===== src/rtl/uart_pkg.sv =====
// Shared constants and types for the UART echo path.
// FIFO sizing defaults, read FSM encoding, baud timing.
package uart_pkg;

  localparam int DEPTH_DEF    = 8;
  localparam int AW_DEF       = 3;

  localparam int CLK_HZ       = 100_000_000;
  localparam int BAUD         = 115_200;
  localparam int CLKS_PER_BIT = CLK_HZ / BAUD;

  typedef enum logic [1:0] {
    IDLE      = 2'd0,
    START     = 2'd1,
    WAIT_DONE = 2'd2
  } rd_state_e;

endpackage


===== src/rtl/uart_echo_fifo_if.sv =====
// Bundle between UART rx/tx side and the echo FIFO.
// master drives rx/tx status, slave is the echo block.
interface uart_echo_fifo_if
  import uart_pkg::*;
#(
  parameter int AW = AW_DEF
) ();

  logic [7:0]  rx_data;
  logic        rx_done;
  logic        tx_busy;
  logic        tx_done;
  logic [7:0]  tx_din;
  logic        tx_start;
  logic        empty;
  logic        full;
  logic [AW:0] count;
  logic        overflow;

  modport master (
    output rx_data, rx_done, tx_busy, tx_done,
    input  tx_din, tx_start, empty, full,
    input  count, overflow
  );

  modport slave (
    input  rx_data, rx_done, tx_busy, tx_done,
    output tx_din, tx_start, empty, full,
    output count, overflow
  );

endinterface


===== src/rtl/sync_fifo.sv =====
// Byte FIFO: register array, wrap pointers, occupancy count.
// A write while full is only accepted alongside a pop.
module sync_fifo
  import uart_pkg::*;
#(
  parameter int DEPTH = DEPTH_DEF,
  parameter int AW    = AW_DEF
) (
  input  logic        clk,
  input  logic        rst,
  input  logic        wr_en_i,
  input  logic [7:0]  wr_data_i,
  input  logic        rd_en_i,
  output logic [7:0]  rd_data_o,
  output logic [AW:0] count_o,
  output logic        empty_o,
  output logic        full_o
);

  localparam logic [AW:0] FULL_CNT = DEPTH[AW:0];

  logic [7:0]    mem_q [DEPTH];
  logic [AW-1:0] wptr_q;
  logic [AW-1:0] rptr_q;
  logic [AW:0]   count_q;
  logic [AW:0]   count_d;
  logic          wr_ok;
  logic          rd_ok;

  assign empty_o   = (count_q == '0);
  assign full_o    = (count_q == FULL_CNT);
  assign wr_ok     = wr_en_i & (~full_o | rd_en_i);
  assign rd_ok     = rd_en_i & ~empty_o;
  assign rd_data_o = mem_q[rptr_q];
  assign count_o   = count_q;

  // Occupancy next state: simultaneous push/pop cancels out
  always_comb begin
    count_d = count_q;
    if (wr_ok & ~rd_ok) begin
      count_d = count_q + 1'b1;
    end else if (rd_ok & ~wr_ok) begin
      count_d = count_q - 1'b1;
    end
  end

  // Pointers and count; power-of-two depth makes wrap implicit
  always_ff @(posedge clk) begin
    if (rst) begin
      wptr_q  <= '0;
      rptr_q  <= '0;
      count_q <= '0;
    end else begin
      if (wr_ok) wptr_q <= wptr_q + 1'b1;
      if (rd_ok) rptr_q <= rptr_q + 1'b1;
      count_q <= count_d;
    end
  end

  // Storage is left uninitialised; pointers define validity
  always_ff @(posedge clk) begin
    if (wr_ok) mem_q[wptr_q] <= wr_data_i;
  end

endmodule


===== src/rtl/uart_echo_fifo.sv =====
// Echo buffer: queues received bytes, replays them to tx.
// One byte in flight; rx_done level is edge-detected.
module uart_echo_fifo
  import uart_pkg::*;
#(
  parameter int DEPTH = DEPTH_DEF,
  parameter int AW    = AW_DEF
) (
  input logic              clk,
  input logic              rst,
  uart_echo_fifo_if.slave  bus
);

  rd_state_e   state_q;
  logic        rx_q;
  logic        ovf_q;
  logic [7:0]  tx_din_q;
  logic        tx_start_q;
  logic        we;
  logic        pop;
  logic [7:0]  rd_data;
  logic [AW:0] count;
  logic        empty;
  logic        full;

  assign we  = bus.rx_done & ~rx_q;
  assign pop = (state_q == IDLE) & ~empty & ~bus.tx_busy;

  sync_fifo #(
    .DEPTH (DEPTH),
    .AW    (AW)
  ) u_fifo (
    .clk       (clk),
    .rst       (rst),
    .wr_en_i   (we),
    .wr_data_i (bus.rx_data),
    .rd_en_i   (pop),
    .rd_data_o (rd_data),
    .count_o   (count),
    .empty_o   (empty),
    .full_o    (full)
  );

  // Previous rx_done level for rising-edge detect
  always_ff @(posedge clk) begin
    if (rst) rx_q <= 1'b0;
    else     rx_q <= bus.rx_done;
  end

  // Sticky drop flag: write into a full FIFO with no pop
  always_ff @(posedge clk) begin
    if (rst) begin
      ovf_q <= 1'b0;
    end else if (we & full & ~pop) begin
      ovf_q <= 1'b1;
    end
  end

  // Read FSM: pop, pulse tx_start once, wait for tx_done
  always_ff @(posedge clk) begin
    if (rst) begin
      state_q    <= IDLE;
      tx_din_q   <= 8'h00;
      tx_start_q <= 1'b0;
    end else begin
      unique case (state_q)
        IDLE: begin
          tx_start_q <= 1'b0;
          if (pop) begin
            tx_din_q   <= rd_data;
            tx_start_q <= 1'b1;
            state_q    <= START;
          end
        end
        START: begin
          tx_start_q <= 1'b0;
          state_q    <= WAIT_DONE;
        end
        WAIT_DONE: begin
          tx_start_q <= 1'b0;
          if (bus.tx_done) state_q <= IDLE;
        end
        default: begin
          tx_start_q <= 1'b0;
          state_q    <= IDLE;
        end
      endcase
    end
  end

  assign bus.tx_din   = tx_din_q;
  assign bus.tx_start = tx_start_q;
  assign bus.empty    = empty;
  assign bus.full     = full;
  assign bus.count    = count;
  assign bus.overflow = ovf_q;

endmodule


===== src/flat_wrapper.sv =====
// flat-port wrapper written by rule: the top's interface ports become plain ports
module uart_echo_fifo_flat import uart_pkg::*;
#(
  parameter int DEPTH = DEPTH_DEF,
  parameter int AW    = AW_DEF
)
  (clk, rst, bus_rx_data, bus_rx_done, bus_tx_busy, bus_tx_done, bus_tx_din, bus_tx_start, bus_empty, bus_full, bus_count, bus_overflow);
  uart_echo_fifo_if #(.AW(AW)) bus_i ();
  input logic clk;
  input logic rst;
  input wire logic [$bits(bus_i.rx_data)-1:0] bus_rx_data;
  input wire logic [$bits(bus_i.rx_done)-1:0] bus_rx_done;
  input wire logic [$bits(bus_i.tx_busy)-1:0] bus_tx_busy;
  input wire logic [$bits(bus_i.tx_done)-1:0] bus_tx_done;
  output wire logic [$bits(bus_i.tx_din)-1:0] bus_tx_din;
  output wire logic [$bits(bus_i.tx_start)-1:0] bus_tx_start;
  output wire logic [$bits(bus_i.empty)-1:0] bus_empty;
  output wire logic [$bits(bus_i.full)-1:0] bus_full;
  output wire logic [$bits(bus_i.count)-1:0] bus_count;
  output wire logic [$bits(bus_i.overflow)-1:0] bus_overflow;
  assign bus_i.rx_data = bus_rx_data;
  assign bus_i.rx_done = bus_rx_done;
  assign bus_i.tx_busy = bus_tx_busy;
  assign bus_i.tx_done = bus_tx_done;
  assign bus_tx_din = bus_i.tx_din;
  assign bus_tx_start = bus_i.tx_start;
  assign bus_empty = bus_i.empty;
  assign bus_full = bus_i.full;
  assign bus_count = bus_i.count;
  assign bus_overflow = bus_i.overflow;
  uart_echo_fifo #(.DEPTH(DEPTH), .AW(AW)) u_core (.clk(clk), .rst(rst), .bus(bus_i));
endmodule

===== config.mk =====
export PLATFORM = sky130hd
export DESIGN_NAME = uart_echo_fifo_flat
export DESIGN_NICKNAME = d
export VERILOG_FILES = /design/src/rtl/uart_pkg.sv /design/src/rtl/uart_echo_fifo_if.sv /design/src/rtl/sync_fifo.sv /design/src/rtl/uart_echo_fifo.sv /design/src/flat_wrapper.sv
export SDC_FILE = /design/constraint.sdc
export NUM_CORES = 1
export LEC_CHECK = 0
export CORE_AREA = 2 2 99 125
export DETAILED_ROUTE_END_ITERATION = 16
export DIE_AREA = 0 0 101 127
export PLACE_DENSITY = 0.54
export SYNTH_ARGS = -nofsm -noshare
export SYNTH_HDL_FRONTEND = slang
export SYNTH_SLANG_ARGS = --single-unit

===== constraint.sdc =====
create_clock -name clk -period 2.4 [get_ports clk]
set_input_delay 0.6 -clock clk [delete_from_list [all_inputs] [get_ports clk]]
set_output_delay 0.6 -clock clk [all_outputs]
set_load 0.01 [all_outputs]

After elaboration in Yosys (flattened, before gate mapping)
Memories as Yosys holds them, arrays and structs flattened. A register that Yosys moved wholly into a read port is not among the register bits.
Index checks and enable logic that the tools add are counted.
Cells by class
  equality and inequality tests: 5
  muxes and demuxes: 8
  bitwise gates (word level): 18
  reductions and logical operators: 6
  $add $sub $neg: 4
Operators with widths (count)
  $and 1x1->1: 9
  $mux 4: 2
  $not 1->1: 8
  $add 3x1->3 const B: 2
  $pmux 2 s3: 1
  $add 4x1->4 const B: 1
  $eq 4x4->1 const B: 1
  $logic_not 4->1: 1
  $mux 2: 2
  $reduce_and 2->1: 2
  $sub 4x1->4 const B: 1
  $mux 1: 3
  $eq 2x1->1 const B: 1
  $eq 2x2->1 const B: 1
  $logic_not 2->1: 1
  $ne 2x1->1 const B: 1
  $ne 2x2->1 const B: 1
  $reduce_bool 2->1: 1
  $reduce_or 2->1: 1
  $or 1x1->1: 1
Storage, ports and cells
  bits in writable memories: 64
  input bits: 13
  bits in registers: 15
  logic and storage cells: 49
  memories kept: 1
  output and inout port bits: 16
Memory list
  u_core.u_fifo.mem_q: words 8, width 8, rd ports 1, clocked after Yosys merged registers in 1, wr ports 1, line sync_fifo.sv:22  | logic [7:0] mem_q [DEPTH];

Logic depth before layout (Yosys ltp)
Gate-level depths: netlist (run 1).
  word-level depth: 10
  depth in mapped cells: 10
  gate-level depth less buffers: 10

Cells and area by module
A second synthesis (run 1) with hierarchy kept.
Unflattened totals
  cell total of the unflattened synthesis: 217
  area total of the unflattened synthesis: 3611.0 um2
By module, submodules not included
  sync_fifo: cells each 166, instances 1, seq. area each 2182.1 um2, area each 3064.2 um2
  uart_echo_fifo: cells each 51, instances 1, seq. area each 260.2 um2, area each 546.8 um2

Least setup slack after synthesis (run 1)
Ideal clock, no wire load.
  path type: register to register
  start: register u_core.u_fifo.count_q[1] (netlist: u_core.u_fifo.count_o[1])
  end: register u_core.u_fifo.count_q[3] (netlist: u_core.u_fifo.count_o[3])
  clock period less this slack: 2.675 ns
  stages on the path, launching flop included: 11
  buffers on the path: 0
  arrival: 2.554 ns
  library setup time: 0.121 ns
  data required time: 2.279 ns
  setup slack: -0.275 ns
  path through: dfxtp_1 or4b_4 o21ai_4 inv_2 ha_1 inv_1 ha_1 a21oi_1 a211oi_1 a31oi_1 mux2_2
Between the ends
  word-level cells in the longest chain between the ends: 9
  elaborated cells on any way between the ends: 18
  classes of those cells: add/sub: 2; eq/ne: 1; mux: 2; bitwise: 11; reduce/logical: 2
RTL lines
  start, declared: line sync_fifo.sv:25  | logic [AW:0] count_q;
  start signal, assigned: line sync_fifo.sv:56  | count_q <= count_d;
  $logic_not 4->1: line sync_fifo.sv:30  | assign empty_o = (count_q == '0);
  $not 1->1: line uart_echo_fifo.sv:27  | assign pop = (state_q == IDLE) & ~empty & ~bus.tx_busy;
  $and 1x1->1 (2 in a row): line uart_echo_fifo.sv:27
  $or 1x1->1 *: line sync_fifo.sv:32  | assign wr_ok = wr_en_i & (~full_o | rd_en_i);
  $and 1x1->1 *: line sync_fifo.sv:32
  via u_core.u_fifo.wr_ok: line sync_fifo.sv:27  | logic wr_ok;
  $not 1->1: line sync_fifo.sv:42  | end else if (rd_ok & ~wr_ok) begin
  $and 1x1->1: line sync_fifo.sv:42
  $reduce_bool 2->1 (no source line)
The timed path passes the listed nets; every way through them passes the cells marked *. The select of a mux whose other input is x is not followed.
A chain may end at the register's enable or synchronous reset.

Worst setup path in the final report (run 1)
Ends and elaborated chain as after synthesis.

==> flow_results.xml, run 1 <==
<?xml version="1.0" encoding="UTF-8"?>
<metrics>
  <group name="cells_and_area">
    <metric name="final_cells" unit="">416</metric>
    <metric name="post-route-util" unit="%">38.45</metric>
    <metric name="layout.cells.most_common" unit="">sky130_fd_sc_hd__edfxtp_1</metric>
    <metric name="stdcell_area" unit="um2">4446</metric>
    <metric name="nNetsFinal" unit="">292</metric>
    <metric name="area_delta_synth_final" unit="%">30.15</metric>
    <metric name="fill_cells" unit="">1109</metric>
    <metric name="most-common-layout-cells" unit="">64 x sky130_fd_sc_hd__edfxtp_1, 34 x sky130_fd_sc_hd__buf_4, 27 x sky130_fd_sc_hd__nor2_1</metric>
    <metric name="multi_input_combinational_cell_area" unit="um2">1012</metric>
    <metric name="area.sequential" unit="um2">2389</metric>
    <metric name="antenna_cells" unit="">0</metric>
    <metric name="drive_gt1_share" unit="%">32.73</metric>
  </group>
  <group name="clocking">
    <metric name="cts.hold.buffers_added" unit="">0</metric>
    <metric name="cts_tree" unit="">built</metric>
    <metric name="max-clock-path-buffers" unit="">2</metric>
    <metric name="cts_buffers" unit="">9</metric>
    <metric name="clock_latency" unit="ps">330</metric>
    <metric name="cts.htree.levels" unit="">3</metric>
    <metric name="root_buffer" unit="">sky130_fd_sc_hd__clkbuf_16</metric>
    <metric name="clkSlewWorstSetupHoldPaths" unit="ps">60</metric>
    <metric name="clock_sinks" unit="">87</metric>
  </group>
  <group name="route">
    <metric name="dr_wl_met2" unit="mm">3.666</metric>
    <metric name="wl_per_cell" unit="um">16.73</metric>
    <metric name="initialDrtViolationCount" unit="">107</metric>
    <metric name="vias_per_cell" unit="">4.731</metric>
    <metric name="route.top_layer_used" unit="">met4</metric>
    <metric name="wl_met3" unit="um">238</metric>
    <metric name="wire_length_reported_by_the_detailed_router" unit="mm">6.958</metric>
    <metric name="dr.pass1.iters" unit="">4</metric>
    <metric name="vias" unit="">1968</metric>
    <metric name="wl_met1" unit="mm">2.947</metric>
    <metric name="drt_drc_violations_left" unit="">0</metric>
    <metric name="detail-route-antenna-nets" unit="">0</metric>
  </group>
  <group name="power">
    <metric name="power.static_leakage" unit="nW">1.535</metric>
    <metric name="power.total" unit="mW">4.659</metric>
    <metric name="power-per-cell-area" unit="nW/um2">1048</metric>
    <metric name="ir_drop" unit="mV">0.3038</metric>
  </group>
  <group name="grt">
    <metric name="antenna_found_initial" unit="">0</metric>
    <metric name="grt_use_total" unit="%">11.69</metric>
    <metric name="grt_first_pass_wirelength" unit="mm">10.80</metric>
    <metric name="first_global_vias" unit="">2011</metric>
    <metric name="globalRouteOverflowTotal" unit="">0</metric>
    <metric name="maximum_number_of_pins_on_one_net_before_global_route_repair" unit="">23</metric>
  </group>
  <group name="logic_synthesis">
    <metric name="synth.ff_latch_count" unit="">87</metric>
    <metric name="synth-seq-area-share" unit="%">69.74</metric>
    <metric name="synth.yosys.warnings" unit="">0</metric>
    <metric name="netlist_instances" unit="">208</metric>
    <metric name="synth_cell_type_count" unit="">37</metric>
    <metric name="postSynthNetCount" unit="">227</metric>
    <metric name="avgSynthCellArea" unit="um2">16.42</metric>
    <metric name="syn-cell-area" unit="um2">3416</metric>
  </group>
  <group name="timing">
    <metric name="relSlewSlack" unit="%">74.63</metric>
    <metric name="post-route-period-util" unit="%">99.28</metric>
    <metric name="post-route-min-period" unit="ps">2383</metric>
    <metric name="finClkSkew" unit="ps">9.297</metric>
    <metric name="hold_viol_final" unit="">0</metric>
    <metric name="timing_worst_slew_pin_value" unit="ps">380.6</metric>
    <metric name="fin_hold_ws" unit="ps">491.9</metric>
    <metric name="timing_max_transition_violations_final" unit="">0</metric>
    <metric name="post-route-worst-setup-slack" unit="ps">17.27</metric>
    <metric name="total_neg_setup_slack" unit="ps">0</metric>
    <metric name="fmaxAchievable" unit="MHz">419.7</metric>
    <metric name="grt_setup_unrepaired" unit="">yes</metric>
    <metric name="setup_viol" unit="">0</metric>
  </group>
  <group name="worst_setup_path">
    <metric name="setup.reg_to_reg.worst_slack" unit="ps">20</metric>
    <metric name="worst_setup_path_start_kind" unit="">register</metric>
    <metric name="path_class" unit="">reg2reg</metric>
    <metric name="worst_ep_required_time" unit="ps">2610</metric>
    <metric name="regToRegStartpoint" unit="">u_core.u_fifo.count_o[1]$_SDFFE_PP0P_</metric>
    <metric name="timing.critical_path.to_type" unit="">register</metric>
    <metric name="crit_path_start" unit="">u_core.u_fifo.count_o[1]$_SDFFE_PP0P_</metric>
    <metric name="timing.rr.end" unit="">u_core.u_fifo.count_o[3]$_SDFFE_PP0P_</metric>
    <metric name="timing.reg2reg.worst_path_depth" unit="">10</metric>
    <metric name="timing.critical_path.fanout_max" unit="">3</metric>
    <metric name="cp_data_arrival_time" unit="ps">2600</metric>
  </group>
  <group name="floorplan">
    <metric name="floorplan.rows" unit="">44</metric>
    <metric name="initial_core_util" unit="%">29.55</metric>
    <metric name="core_region_area" unit="um2">11560</metric>
    <metric name="chipHeight" unit="um">127</metric>
    <metric name="chipWidth" unit="um">101</metric>
    <metric name="die_area" unit="um2">12830</metric>
    <metric name="pin_count" unit="">29</metric>
  </group>
  <group name="run_status">
    <metric name="outcome" unit="">finished clean</metric>
  </group>
  <group name="min_path">
    <metric name="worstHoldPathCells" unit="">2</metric>
    <metric name="holdCritPathClass" unit="">reg2reg</metric>
    <metric name="hold_end" unit="">u_core.bus.tx_din[3]$_SDFFE_PP0P_</metric>
    <metric name="worst_hold_startpoint" unit="">u_core.bus.tx_din[3]$_SDFFE_PP0P_</metric>
  </group>
  <group name="place">
    <metric name="pre_cts_ws" unit="ps">-389.5</metric>
    <metric name="place.port_buffers" unit="">28</metric>
    <metric name="placed_area" unit="um2">4101</metric>
    <metric name="place_hpwl" unit="mm">4.560</metric>
    <metric name="dpl.cell_count" unit="">399</metric>
    <metric name="gpl.final_weighted_congestion" unit="">0.7183</metric>
  </group>
  <group name="flow_run">
    <metric name="maxcap_violations" unit="">0</metric>
  </group>
</metrics>
## per-layer routing
metal	global-route usage, %	up-vias
li1	-	924
met3	3.282	9
met2	19.84	39
met1	13.52	996
met5	0	-
met4	5.644	0
## worst max-delay path by stage
stage | cells after the start | to
final | 10 | u_core.u_fifo.count_o[3]$_SDFFE_PP0P_
after global routing | 12 | u_core.u_fifo.count_o[3]$_SDFFE_PP0P_
after CTS | 10 | u_core.u_fifo.count_o[3]$_SDFFE_PP0P_
after detailed placement | 12 | u_core.u_fifo.count_o[3]$_SDFFE_PP0P_
after global placement | 12 | u_core.u_fifo.count_o[3]$_SDFFE_PP0P_
after floorplan | 10 | u_core.u_fifo.count_o[3]$_SDFFE_PP0P_
## Yosys cell counts (all sizes together)
| cell type | n | area, um2 |
|---|---|---|
| a211oi | 1 | 7.510 |
| xor2 | 2 | 17.52 |
| clkinv | 1 | 5.000 |
| or4b | 1 | 13.76 |
| or4 | 1 | 11.26 |
| edfxtp | 64 | 1922 |
| fa | 1 | 20.02 |
| a21oi | 5 | 25.02 |
| o211ai | 1 | 7.510 |
| nor4 | 1 | 6.260 |
| o22ai | 8 | 50.05 |
| ha | 5 | 62.56 |
| and2 | 1 | 8.760 |
| mux2 | 1 | 11.26 |
| nor3 | 13 | 76.33 |
| mux4 | 16 | 360.4 |
| mux2i | 2 | 20.02 |
| nand3 | 4 | 30.03 |
| clkbuf | 4 | 16.26 |
| nor2b | 3 | 18.77 |
| nor2 | 27 | 101.4 |
| xnor2 | 4 | 50.05 |
| a31oi | 1 | 6.260 |
| nand2b | 2 | 12.51 |
| buf | 4 | 35.03 |
| dfxtp | 23 | 460.4 |
| nand2 | 6 | 25.03 |
| inv | 5 | 18.76 |
| o21ai | 1 | 16.27 |
## report_power, final
group	internal, mW	switching [mW]	leakage [nW]
registers	1.77	0.0801	0.770
logic	0.750	0.632	0.608
clock network	0.872	0.560	0.157
total	3.39	1.27	1.53
## layout make-up
type                            count  share of cell area, %
Sequential cell                    87                  53.73
Clock inverter                      5                  1.379
Clock buffer                       11                  5.685
Multi-Input combinational cell    107                  22.77
Timing Repair Buffer               62                  11.96
Inverter                            6                 0.5911
Tap cell                          138                  3.884
## kinds of logic after synthesis
logic type	count (synthesis)	synth area share, %
DFF	87	69.74
and+or+nand+nor	59	8.902
muxes	19	11.47
AOI/OAI and AO/OA	17	3.297
buffers and inverters	14	2.197
xor gates and xnor gates	6	1.978
adders and majority gates	6	2.418
## state kept, by name, summed over array words and instances, names as in the netlist
register / count
u_core.bus.overflow: 1
u_core.u_fifo.mem_q: 64
u_core.bus.tx_start: 1
u_core.u_fifo.rptr_q: 3
u_core.u_fifo.wptr_q: 3
u_core.rx_q: 1
u_core.bus.tx_din: 8
u_core.u_fifo.count_o: 4
u_core.state_q: 2
## critical path, stage by stage (launching register included)
cell and delay [ps]:
sky130_fd_sc_hd__dfxtp_2 330, sky130_fd_sc_hd__or4b_4 560, sky130_fd_sc_hd__o21ai_4 150, sky130_fd_sc_hd__inv_2 70
sky130_fd_sc_hd__ha_4 160, sky130_fd_sc_hd__inv_4 60, sky130_fd_sc_hd__ha_4 210, sky130_fd_sc_hd__a21oi_4 130
sky130_fd_sc_hd__a211oi_2 80, sky130_fd_sc_hd__a31oi_1 170, sky130_fd_sc_hd__mux2_2 350
## timing repair
item,CTS,global route
pin swaps,2,3
setup buffers,1,0
setup endpoints to repair,3,2
resized for setup,3,7
Note: power is estimated with default switching activity, not from simulation.
==> inputs of run 2 (changes only) <==
--- a/config.mk
+++ b/config.mk
@@ -9,6 +9,7 @@
 export DETAILED_ROUTE_END_ITERATION = 16
 export DIE_AREA = 0 0 101 127
 export PLACE_DENSITY = 0.54
+export SLEW_MARGIN = 20
 export SYNTH_ARGS = -nofsm -noshare
 export SYNTH_HDL_FRONTEND = slang
 export SYNTH_SLANG_ARGS = --single-unit
==> results of run 2 <==
Same layout as run 1: the final DEF is identical, and so are final timing and power.
==> inputs of run 3 (changes only) <==
--- a/config.mk
+++ b/config.mk
@@ -5,10 +5,11 @@
 export SDC_FILE = /design/constraint.sdc
 export NUM_CORES = 1
 export LEC_CHECK = 0
-export CORE_AREA = 2 2 99 125
+export ABC_AREA = 1
+export CORE_AREA = 2 2 104 131
 export DETAILED_ROUTE_END_ITERATION = 16
-export DIE_AREA = 0 0 101 127
-export PLACE_DENSITY = 0.54
+export DIE_AREA = 0 0 106 133
+export PLACE_DENSITY = 0.53
 export SLEW_MARGIN = 20
 export SYNTH_ARGS = -nofsm -noshare
 export SYNTH_HDL_FRONTEND = slang
==> flow_results.xml, run 3 <==
<?xml version="1.0" encoding="UTF-8"?>
<metrics>
  <group name="run_status">
    <metric name="outcome" unit="">finished clean</metric>
  </group>
  <group name="grt">
    <metric name="first_global_vias" unit="">2609</metric>
    <metric name="grt_first_pass_wirelength" unit="mm">13.41</metric>
    <metric name="grt_use_total" unit="%">12.75</metric>
    <metric name="antenna_found_initial" unit="">0</metric>
    <metric name="maximum_number_of_pins_on_one_net_before_global_route_repair" unit="">35</metric>
    <metric name="globalRouteOverflowTotal" unit="">0</metric>
  </group>
  <group name="worst_setup_path">
    <metric name="setup.reg_to_reg.worst_slack" unit="ps">280</metric>
    <metric name="worst_ep_required_time" unit="ps">1800</metric>
    <metric name="cp_data_arrival_time" unit="ps">1660</metric>
    <metric name="path_class" unit="">reg2out</metric>
    <metric name="timing.reg2reg.worst_path_depth" unit="">15</metric>
    <metric name="worst_setup_path_start_kind" unit="">register</metric>
    <metric name="regToRegStartpoint" unit="">u_core.u_fifo.count_o[1]$_SDFFE_PP0P_</metric>
    <metric name="timing.critical_path.fanout_max" unit="">5</metric>
    <metric name="timing.critical_path.to_type" unit="">output port</metric>
    <metric name="timing.rr.end" unit="">u_core.u_fifo.count_o[3]$_SDFFE_PP0P_</metric>
  </group>
  <group name="place">
    <metric name="place_hpwl" unit="mm">5.624</metric>
    <metric name="place.port_buffers" unit="">28</metric>
    <metric name="dpl.cell_count" unit="">595</metric>
    <metric name="placed_area" unit="um2">4382</metric>
    <metric name="gpl.final_weighted_congestion" unit="">0.7390</metric>
  </group>
  <group name="timing">
    <metric name="post-route-min-period" unit="ps">2259</metric>
    <metric name="finClkSkew" unit="ps">5.844</metric>
    <metric name="fmaxAchievable" unit="MHz">442.7</metric>
    <metric name="post-route-period-util" unit="%">94.13</metric>
    <metric name="timing_worst_slew_pin_value" unit="ps">572.9</metric>
    <metric name="setup_viol" unit="">0</metric>
    <metric name="hold_viol_final" unit="">0</metric>
    <metric name="relSlewSlack" unit="%">61.75</metric>
    <metric name="timing_max_transition_violations_final" unit="">0</metric>
  </group>
  <group name="cells_and_area">
    <metric name="antenna_cells" unit="">0</metric>
    <metric name="most-common-layout-cells" unit="">104 x sky130_fd_sc_hd__nand2_1, 64 x sky130_fd_sc_hd__edfxtp_1, 60 x sky130_fd_sc_hd__inv_1</metric>
    <metric name="multi_input_combinational_cell_area" unit="um2">1069</metric>
    <metric name="registers.top_by_ff_count" unit="">u_core.u_fifo.mem_q</metric>
    <metric name="area.sequential" unit="um2">2382</metric>
    <metric name="fill_cells" unit="">1309</metric>
    <metric name="max_ffs_per_register" unit="">64</metric>
    <metric name="nNetsFinal" unit="">455</metric>
    <metric name="area_delta_synth_final" unit="%">23.88</metric>
    <metric name="final_cells" unit="">611</metric>
    <metric name="stdcell_area" unit="um2">4673</metric>
    <metric name="drive_gt1_share" unit="%">13.41</metric>
    <metric name="layout.cells.most_common" unit="">sky130_fd_sc_hd__nand2_1</metric>
  </group>
  <group name="logic_synthesis">
    <metric name="avgSynthCellArea" unit="um2">9.723</metric>
    <metric name="netlist_instances" unit="">388</metric>
    <metric name="synth-seq-area-share" unit="%">63.15</metric>
    <metric name="yosys-top-cells-area" unit="">sky130_fd_sc_hd__edfxtp_1 51%, sky130_fd_sc_hd__dfxtp_1 12%, sky130_fd_sc_hd__nand2_1 10%</metric>
    <metric name="top_cells_by_instance_count_after_synthesis" unit="">104 x sky130_fd_sc_hd__nand2_1, 64 x sky130_fd_sc_hd__edfxtp_1, 61 x sky130_fd_sc_hd__inv_1</metric>
    <metric name="synth-edff-count" unit="">64</metric>
    <metric name="netlist.area_leader.share" unit="%">50.95</metric>
    <metric name="post-synth-top-count-cell" unit="">sky130_fd_sc_hd__nand2_1</metric>
    <metric name="synth_cell_type_count" unit="">25</metric>
    <metric name="synth.yosys.warnings" unit="">0</metric>
    <metric name="syn-cell-area" unit="um2">3772</metric>
    <metric name="synth.ff_latch_count" unit="">87</metric>
    <metric name="postSynthNetCount" unit="">407</metric>
    <metric name="synth_flop_cell" unit="">sky130_fd_sc_hd__edfxtp_1</metric>
    <metric name="synth_top_area_cell" unit="">sky130_fd_sc_hd__edfxtp_1</metric>
    <metric name="ys_async_rst_share" unit="%">0</metric>
  </group>
  <group name="route">
    <metric name="drt_drc_violations_left" unit="">0</metric>
    <metric name="wl_per_cell" unit="um">13.59</metric>
    <metric name="initialDrtViolationCount" unit="">103</metric>
    <metric name="wire_length_reported_by_the_detailed_router" unit="mm">8.303</metric>
    <metric name="detail-route-antenna-nets" unit="">0</metric>
    <metric name="vias_per_cell" unit="">4.313</metric>
    <metric name="dr.pass1.iters" unit="">4</metric>
    <metric name="vias" unit="">2635</metric>
  </group>
  <group name="clocking">
    <metric name="root_buffer" unit="">sky130_fd_sc_hd__clkbuf_16</metric>
    <metric name="cts_tree" unit="">built</metric>
    <metric name="cts_buffers" unit="">9</metric>
    <metric name="max-clock-path-buffers" unit="">2</metric>
    <metric name="clock_sinks" unit="">87</metric>
    <metric name="cts.htree.levels" unit="">3</metric>
    <metric name="cts.hold.buffers_added" unit="">0</metric>
    <metric name="clock_latency" unit="ps">330</metric>
    <metric name="clkSlewWorstSetupHoldPaths" unit="ps">60</metric>
  </group>
  <group name="power">
    <metric name="power_frac_comb" unit="%">32.6</metric>
    <metric name="pwr-share-clk" unit="%">27.3</metric>
    <metric name="power.static_leakage" unit="nW">1.969</metric>
    <metric name="p_sw_share" unit="%">32.28</metric>
    <metric name="power.share.sequential" unit="%">40.1</metric>
    <metric name="ir_drop" unit="mV">0.4350</metric>
    <metric name="net-switching-power" unit="mW">1.513</metric>
    <metric name="power-per-cell-area" unit="nW/um2">1003</metric>
    <metric name="power.internal" unit="mW">3.175</metric>
  </group>
  <group name="min_path">
    <metric name="worst_hold_startpoint" unit="">u_core.bus.overflow$_SDFFE_PP0P_</metric>
    <metric name="holdCritPathClass" unit="">reg2reg</metric>
    <metric name="worstHoldPathCells" unit="">2</metric>
    <metric name="hold_end" unit="">u_core.bus.overflow$_SDFFE_PP0P_</metric>
  </group>
  <group name="floorplan">
    <metric name="chipHeight" unit="um">133</metric>
    <metric name="pin_count" unit="">29</metric>
    <metric name="core_region_area" unit="um2">13000</metric>
    <metric name="floorplan.rows" unit="">47</metric>
    <metric name="chipWidth" unit="um">106</metric>
    <metric name="initial_core_util" unit="%">29.03</metric>
    <metric name="die_area" unit="um2">14100</metric>
  </group>
  <group name="flow_run">
    <metric name="maxcap_violations" unit="">0</metric>
  </group>
</metrics>
## run 3: changes by cell type after synthesis, moves of 8 or more
cell,delta
sky130_fd_sc_hd__nor3_1,-12
sky130_fd_sc_hd__nor2_1,-11
sky130_fd_sc_hd__nand2_1,+99
sky130_fd_sc_hd__inv_1,+57
sky130_fd_sc_hd__nand3_1,+52
sky130_fd_sc_hd__buf_2,+8
sky130_fd_sc_hd__mux4_2,-16
sky130_fd_sc_hd__a21oi_1,+9
sky130_fd_sc_hd__o22ai_1,-8
## run 3: routing by layer
layer	global-route usage, %	share of wire, %	wire, um	vias up
met2	23.26	54	4483	53
met4	7.675	4.5	374	0
li1	-	-	-	1340
met1	13.47	38	3150	1225
met3	2.365	3.6	295	17
met5	0	0	0	-
## run 3: per-stage QoR
stage	setup WS [ps]	hold slack, ps	power [mW]	setup TNS [ps]	utilization, %
floorplan	191.6	474.0	2.860	0	-
global placement	-232.4	448.8	3.409	-539.5	33.72
detailed placement	-256.7	451.6	3.444	-644.6	33.72
CTS	91.51	469.3	4.746	0	35.84
global route	-0.1574	495.4	5.012	-0.1574	35.96
finish	141.0	465.1	4.689	0	35.96
## run 3: cell type report
type / count / share of cell area (%)
Clock inverter: 1 / 0.1071
Clock buffer: 14 / 5.810
Timing Repair Buffer: 51 / 10.28
Inverter: 67 / 5.382
Sequential cell: 87 / 50.98
Multi-Input combinational cell: 220 / 22.86
Tap cell: 171 / 4.578
## run 3: logic make-up (layout without fill, tap and decap cells)
logic type / Yosys count / in the layout / share of synthesized area (%)
simple gates: 190 / 190 / 22.45
flops: 87 / 87 / 63.15
fa+ha+maj: 6 / 6 / 2.189
xor+xnor: 3 / 3 / 0.6966
compound gates: 21 / 21 / 2.853
buf+inv: 81 / 133 / 8.657
## run 3: what timing repair did
item	4_1_cts	5_1_grt
setup buffers	0	1
setup endpoints to repair	0	2
resized for setup	0	4
## run 3: worst max path at each step
stage	from	end	slack [ps]	depth (start not counted)
after floorplan	bus_tx_busy	u_core.u_fifo.count_o[3]$_SDFFE_PP0P_	190	14
after global placement	bus_tx_busy	u_core.u_fifo.count_o[3]$_SDFFE_PP0P_	-230	15
after detailed placement	bus_tx_busy	u_core.u_fifo.count_o[3]$_SDFFE_PP0P_	-260	15
after CTS	bus_tx_busy	u_core.u_fifo.count_o[3]$_SDFFE_PP0P_	90	15
after global routing	bus_rx_done	u_core.u_fifo.count_o[3]$_SDFFE_PP0P_	-0.2	14
final	u_core.u_fifo.count_o[1]$_SDFFE_PP0P_	bus_full	140	4
## run 3: power groups by stage
| stage | logic, mW | registers, mW | clock network, mW |
|---|---|---|---|
| CTS | 1.54 | 1.88 | 1.32 |
| global route | 1.73 | 1.90 | 1.39 |
| floorplan | 0.945 | 1.91 | 0 |
| global placement | 1.50 | 1.91 | 0 |
| finish | 1.53 | 1.88 | 1.28 |
| detailed placement | 1.53 | 1.91 | 0 |
## run 3: critical path: stages, from the launching register on
cell	delay, ps
sky130_fd_sc_hd__dfxtp_1	370
sky130_fd_sc_hd__nor2_2	150
sky130_fd_sc_hd__nand2_1	100
sky130_fd_sc_hd__nor2_4	150
sky130_fd_sc_hd__clkdlybuf4s50_1	560
